### config.mk
export PLATFORM = sky130hd
export DESIGN_NAME = multicycle_ctrl
export DESIGN_NICKNAME = d
export VERILOG_FILES = /design/src/rtl/multicycle_ctrl.sv
export SDC_FILE = /design/constraint.sdc
export NUM_CORES = 1
export LEC_CHECK = 0
export ABC_AREA = 0
export CAP_MARGIN = 20
export CORE_MARGIN = 5
export CORE_UTILIZATION = 34
export DETAILED_ROUTE_END_ITERATION = 8
export GPL_TIMING_DRIVEN = 0
export PLACE_DENSITY = 0.85
export RECOVER_POWER = 100
export SYNTH_ARGS = -nofsm -noshare
export SYNTH_HDL_FRONTEND = slang
export SYNTH_SLANG_ARGS = --single-unit
### constraint.sdc
create_clock -name clk -period 1.55 [get_ports clk]
set_input_delay 0.31 -clock clk [delete_from_list [all_inputs] [get_ports clk]]
set_output_delay 0.31 -clock clk [all_outputs]
set_load 0.03 [all_outputs]
### src/rtl/multicycle_ctrl.sv
// Main control FSM of the multi-cycle MIPS core: fetch/decode/execute/memory/writeback sequencing.
// Optional memory wait states are enabled by defining MULTICYCLE_MEM_WAIT_EN (adds mem_ready).
module multicycle_ctrl (
  input  logic       clk,
  input  logic       rst_n,
  input  logic [5:0] opcode,
  input  logic [5:0] funct,
  input  logic       zero,
`ifdef MULTICYCLE_MEM_WAIT_EN
  input  logic       mem_ready,
`endif
  output logic       pc_en,
  output logic       i_or_d,
  output logic       mem_read,
  output logic       mem_write,
  output logic       ir_write,
  output logic       reg_write,
  output logic       reg_dst,
  output logic       mem_to_reg,
  output logic       alu_src_a,
  output logic [1:0] alu_src_b,
  output logic       ext_op,
  output logic [2:0] alu_op,
  output logic [1:0] pc_source,
  output logic       illegal,
  output logic [3:0] state
);

  typedef enum logic [3:0] {
    StFetch   = 4'd0,
    StDecode  = 4'd1,
    StMemAddr = 4'd2,
    StMemRd   = 4'd3,
    StMemWb   = 4'd4,
    StMemWr   = 4'd5,
    StExecR   = 4'd6,
    StRWb     = 4'd7,
    StExecI   = 4'd8,
    StIWb     = 4'd9,
    StBranch  = 4'd10,
    StJump    = 4'd11,
    StJumpReg = 4'd12
  } state_e;

  localparam logic [5:0] OpRtype = 6'b000000;
  localparam logic [5:0] OpJ     = 6'b000010;
  localparam logic [5:0] OpBeq   = 6'b000100;
  localparam logic [5:0] OpBne   = 6'b000101;
  localparam logic [5:0] OpAddi  = 6'b001000;
  localparam logic [5:0] OpAddiu = 6'b001001;
  localparam logic [5:0] OpSlti  = 6'b001010;
  localparam logic [5:0] OpAndi  = 6'b001100;
  localparam logic [5:0] OpOri   = 6'b001101;
  localparam logic [5:0] OpXori  = 6'b001110;
  localparam logic [5:0] OpLui   = 6'b001111;
  localparam logic [5:0] OpLw    = 6'b100011;
  localparam logic [5:0] OpSw    = 6'b101011;
  localparam logic [5:0] FnJr    = 6'b001000;

  localparam logic [2:0] AluAdd   = 3'b000;
  localparam logic [2:0] AluSub   = 3'b001;
  localparam logic [2:0] AluRtype = 3'b010;
  localparam logic [2:0] AluAnd   = 3'b011;
  localparam logic [2:0] AluOr    = 3'b100;
  localparam logic [2:0] AluXor   = 3'b101;
  localparam logic [2:0] AluLui   = 3'b110;
  localparam logic [2:0] AluSlt   = 3'b111;

  state_e state_q, state_d;
  logic   pc_en_raw;
  logic   ready;

`ifdef MULTICYCLE_MEM_WAIT_EN
  assign ready = mem_ready;
`else
  assign ready = 1'b1;
`endif

  always_ff @(posedge clk or negedge rst_n) begin
    if (!rst_n) begin
      state_q <= StFetch;
    end else begin
      state_q <= state_d;
    end
  end

  always_comb begin
    state_d    = state_q;
    pc_en_raw  = 1'b0;
    i_or_d     = 1'b0;
    mem_read   = 1'b0;
    mem_write  = 1'b0;
    ir_write   = 1'b0;
    reg_write  = 1'b0;
    reg_dst    = 1'b0;
    mem_to_reg = 1'b0;
    alu_src_a  = 1'b0;
    alu_src_b  = 2'b00;
    ext_op     = 1'b0;
    alu_op     = AluAdd;
    pc_source  = 2'b00;
    illegal    = 1'b0;

    unique case (state_q)
      StFetch: begin
        mem_read  = 1'b1;
        alu_src_b = 2'b01;
        if (ready) begin
          ir_write  = 1'b1;
          pc_en_raw = 1'b1;
          state_d   = StDecode;
        end
      end
      StDecode: begin
        // Branch target is computed speculatively into ALUOut here.
        alu_src_b = 2'b11;
        ext_op    = 1'b1;
        case (opcode)
          OpRtype:      state_d = (funct == FnJr) ? StJumpReg : StExecR;
          OpLw, OpSw:   state_d = StMemAddr;
          OpBeq, OpBne: state_d = StBranch;
          OpJ:          state_d = StJump;
          OpAddi, OpAddiu, OpAndi, OpOri, OpXori, OpLui, OpSlti: state_d = StExecI;
          default: begin
            illegal = 1'b1;
            state_d = StFetch;
          end
        endcase
      end
      StMemAddr: begin
        alu_src_a = 1'b1;
        alu_src_b = 2'b10;
        ext_op    = 1'b1;
        state_d   = (opcode == OpSw) ? StMemWr : StMemRd;
      end
      StMemRd: begin
        mem_read = 1'b1;
        i_or_d   = 1'b1;
        if (ready) state_d = StMemWb;
      end
      StMemWb: begin
        reg_write  = 1'b1;
        mem_to_reg = 1'b1;
        state_d    = StFetch;
      end
      StMemWr: begin
        mem_write = 1'b1;
        i_or_d    = 1'b1;
        if (ready) state_d = StFetch;
      end
      StExecR: begin
        alu_src_a = 1'b1;
        alu_op    = AluRtype;
        state_d   = StRWb;
      end
      StRWb: begin
        reg_write = 1'b1;
        reg_dst   = 1'b1;
        state_d   = StFetch;
      end
      StExecI: begin
        alu_src_a = 1'b1;
        alu_src_b = 2'b10;
        ext_op    = 1'b1;
        case (opcode)
          OpAndi: begin alu_op = AluAnd; ext_op = 1'b0; end
          OpOri:  begin alu_op = AluOr;  ext_op = 1'b0; end
          OpXori: begin alu_op = AluXor; ext_op = 1'b0; end
          OpLui:  alu_op = AluLui;
          OpSlti: alu_op = AluSlt;
          default: alu_op = AluAdd;
        endcase
        state_d = StIWb;
      end
      StIWb: begin
        reg_write = 1'b1;
        state_d   = StFetch;
      end
      StBranch: begin
        alu_src_a = 1'b1;
        alu_op    = AluSub;
        pc_source = 2'b01;
        pc_en_raw = (opcode == OpBne) ? ~zero : zero;
        state_d   = StFetch;
      end
      StJump: begin
        pc_en_raw = 1'b1;
        pc_source = 2'b10;
        state_d   = StFetch;
      end
      StJumpReg: begin
        pc_en_raw = 1'b1;
        pc_source = 2'b11;
        state_d   = StFetch;
      end
      default: state_d = StFetch;
    endcase
  end

  // Reset forces FETCH outputs, but the PC must not move while reset is held.
  assign pc_en = pc_en_raw & rst_n;
  assign state = state_q;

endmodule

==> out/metrics.yaml, run 1 <==
synth_ff_type: "dfrtp_1"
pin_count: 37
hold_buffers: 0
ys_types: 41
syn_avg_cell_area_um2: 6.921
post_cts_buffers: 39
ys.warnings.count: 0
syn_nets: 111
cts-buffers-inserted: 3
dp_cells: 158
num_rows: 16
clock_path_buffers: 2
first-error: "[ERROR DPL-0033] detailed placement checks failed during check placement."
start_util_pct: 34.93
die_w_um: 54.21
io_buffer_count: 35
clkSinkCount: 4
fp.dieH_um: 54.21
synth-seq-area-share_pct: 15.07
root_buffer: "clkbuf_4"
status: "stopped before the end"
h-tree-depth: 1
synth-edff-count: 0
syn-instance-count: 96
async_flop_share_pct: 100.0
place.gp.congestion: 0.8495
netlist_area_um2: 664.4
ys_ff_latch: 4
dp_hpwl_um: 1814
lastStage: "clock tree synthesis"
ctsResizeCount: 174
[synthesized netlist by cell type (2+ instances only)]
library cell  count  area [um2]
nor3b_1           2       15.01
nor2_1           12       45.04
o21ai_0           3       15.01
o22ai_1           2       12.51
nand2b_1          4       25.02
dfrtp_1           4       100.1
o32ai_1           3       26.28
nor4b_1           3       26.28
nor3_1            6       30.03
clkbuf_1          3       11.26
xor2_1            2       17.52
nand4_1           2       12.51
inv_1             4       15.01
buf_2             3       15.01
o21ai_1           4       20.02
or2_2             2       12.51
a31oi_1           3       18.77
buf_4             2       15.01
a21oi_1           4       20.02
nand2_1           7       26.28
[logic make-up after synthesis]
kind of cell / share of synthesized area, %
AND/OR/NAND/NOR: 42.00
AO/OA/AOI/OAI: 28.44
buffers and inverters: 9.037
flip-flops: 15.07
XOR/XNOR: 3.956
multiplexers: 1.507
[through the flow]
stage               TNS, ns  cell area, um2  setup WS, ns  utilization (%)  hold WS (ns)
floorplan            -2.034           899.6       -0.4106                -       0.01441
global placement     -13.41            1284        -1.363            67.50        0.5559
detailed placement   -13.92            1284        -1.391            67.50        0.5624
==> run 2: changes to the inputs <==
Settings changed: CORE_AREA from default to 5 5 66 68, CORE_MARGIN 5 to default, CORE_UTILIZATION 34 to default, DIE_AREA from default to 0 0 71 73, PLACE_DENSITY 0.85 to default, PLACE_DENSITY_LB_ADDON from default to 0.15.
Clock period 1.55 ns to 2 ns, I/O delays scaled along.
==> run 2 against run 1 <==
Synthesized area did not move. The flow now finishes, with violations (setup timing). Synthesized cell count stayed put.
==> out/metrics.yaml, run 2 <==
fin_crit_ns: 2.176
design_area_um2: 1393
irDropWorstVdd_uv: 285.7
grt_pass1_vias: 964
final_core_util_pct: 36.66
synth_ff_type: "dfrtp_1"  # unchanged
end_kind: "primary output"
critical_path_required_ns: 1.60
maxCapViolations: 0
skew_ns: 0.0002299
regArea_um2: 105.1
whs_ns: 0.4867
period_share_pct: 108.8
grt_pass1_wl_um: 4505
synth-edff-count: 0  # unchanged
grt_use_met2_pct: 18.02
clkSinkCount: 4  # unchanged
first_pass_iters: 4
ys_ff_latch: 4  # unchanged
grt-busiest-layer: "met2"
ys_types: 41  # unchanged
grt_usage_pct: 10.55
dr.first_iter.drc_count: 44
reg2reg_depth: 4
start_util_pct: 17.49  # was 34.93%
setup_tns_ns: -0.4590
netlist_area_um2: 664.4  # unchanged
fillCellCount: 432
synth_top_area_share_pct: 15.07  # unchanged
ant_nets: 0
hp-class: "input pin to async pin"
finalSetupViolCount: 4
place_ws_ns: -1.085  # was -1.391 ns
slew_viol_final: 0
yosysTopAreaCell: "dfrtp_1"  # unchanged
finalNetCount: 169
syn_avg_cell_area_um2: 6.921  # unchanged
root_buffer: "clkbuf_8"  # was clkbuf_4
dp_hpwl_um: 1998  # was 1814 um
viasPerCell: 4.663
synth-seq-area-share_pct: 15.07  # unchanged
largest_reg_flops: 4
rr_endpoint: "state[3]"
r2r_start: "state[1]"
grt_util_met1_pct: 14.25
worst_slack_ns: -0.1757
syn_nets: 111  # unchanged
dpl_cell_area_um2: 1157  # was 1284 um2
grt_max_degree: 11
area_growth_pct: 109.6
synth_compound_area_share_pct: 28.44  # unchanged
ys.warnings.count: 0  # unchanged
die-area_um2: 5183
synth_commonest_cells: "12 x nor2_1, 7 x nand2_1, 6 x nor3_1"  # unchanged
n_antenna_cell: 0
grt_use_met3_pct: 1.515
h-tree-depth: 1  # unchanged
cp-start-kind: "register"
fp.dieH_um: 73  # was 54.21 um
place.gp.congestion: 0.8628  # was 0.8495
grt_antenna_before_repair: 0
violations: "setup timing"
synthMuxAreaShare_pct: 1.507  # unchanged
syn-instance-count: 96  # unchanged
clock_path_buffers: 2  # unchanged
ys_top_cells_by_area: "dfrtp_1 15%, nor2_1 6.8%, nor3_1 4.5%"  # unchanged
synth_xor_area_share_pct: 3.955  # unchanged
mostFrequentLayoutCells: "23 x buf_4, 9 x buf_6, 8 x nor2_1, 8 x clkdlybuf4s50_1, 8 x buf_2"
leakagePower_nw: 0.5762
cts_tree: "yes"
multi_input_area_um2: 659.4
power_mw: 1.086
async_flop_share_pct: 100.0  # unchanged
drive_gt1_share_pct: 51.97
rsz0062_at_grt: "yes"
relSlewSlack_pct: 71.06
synth_top_family_by_area: "simple AND/OR/NAND/NOR gates"  # unchanged
p_per_area_nw_per_um2: 779.5
fmax_ghz: 0.4596
final_hold_viol_count: 0
clk_latency_ns: 0.21
worstPathArrival_ns: 1.78
tightest_slew_ns: 0.4309
cts.clk_slew.worst_paths_ns: 0.03
synth_fa_ha_area_share_pct: 0  # unchanged
io_buffer_count: 35  # unchanged
dp_cells: 181  # was 158
vias: 942
reg2reg_slack_ns: 0.47
final_cells: 202
post_drt_wl_per_cell_um: 13.75
cts-buffers-inserted: 3  # unchanged
status: "finished with violations"  # was stopped before the end
drcViolationCount: 0
wirelength_um: 2777
pin_count: 37  # unchanged
coreArea_um2: 3799
die_w_um: 71  # was 54.21 um
cp_max_fo: 4
num_rows: 23  # was 16
criticalPathCategory: "register to primary output"
synthSimpleGateAreaFrac_pct: 42.00  # unchanged
final_common_cell: "buf_4"
overflow: 0
yosys.cell_count.top_type: "nor2_1"  # unchanged
## run 2: cell counts after synthesis
Identical to the previous run, type by type.
## run 2: layer usage
metal	vias up	routed length, um
li1	477	-
met1	442	1307
met2	23	1365
met3	0	105
met4	0	0
met5	-	0
## run 2: power by group
group | switching, mW | internal, mW
combinational | 0.478 | 0.321
clock | 0.0359 | 0.128
sequential | 0.0236 | 0.0995
## run 2: area by class of cell
type                            count  area share [%]
Buffer                              9           5.660
Multi-Input combinational cell     79           47.35
Timing Repair Buffer               53           30.91
Clock buffer                        3           2.965
Sequential cell                     4           7.547
Tap cell                           50           4.492
Inverter                            4           1.078
## run 2: cells by family (layout without fill, tap and decap cells)
logic type / after synthesis / count (layout)
AND/OR/NAND/NOR: 47 / 47
AO/OA/AOI/OAI: 28 / 28
multiplexers: 1 / 1
buffers and inverters: 13 / 69
XOR/XNOR: 3 / 3
flip-flops: 4 / 4
## run 2: what timing repair did
| item | in CTS | in global routing |
|---|---|---|
| gates resized for setup | 116 | 37 |
| pin swaps | 5 | 11 |
| buffers inserted | 14 | 4 |
| hold endpoints to repair | 0 | 0 |
| setup endpoints to repair | 18 | 17 |
| hold buffers | 0 | 0 |
## run 2: how the worst max path moves through the flow
stage | start | end | slack, ns | cells after the start
after floorplan | state[1] | pc_en | -0.28 | 5
after global placement | opcode[4] | alu_op[1] | -1.10 | 6
after detailed placement | opcode[4] | alu_op[1] | -1.08 | 6
after CTS | state[1] | alu_op[1] | -0.24 | 5
after global routing | state[1] | alu_op[1] | -0.23 | 5
final | state[1] | alu_op[1] | -0.18 | 5
## run 2: worst max-delay path, cell delays in order, from the launching register on
cell and delay [ns]:
dfrtp_2 0.43, nor3_2 0.14, or4b_4 0.51, a211o_1 0.26, o21ai_2 0.07, buf_6 0.15
No activity file was read; power rests on OpenSTA's default activity.
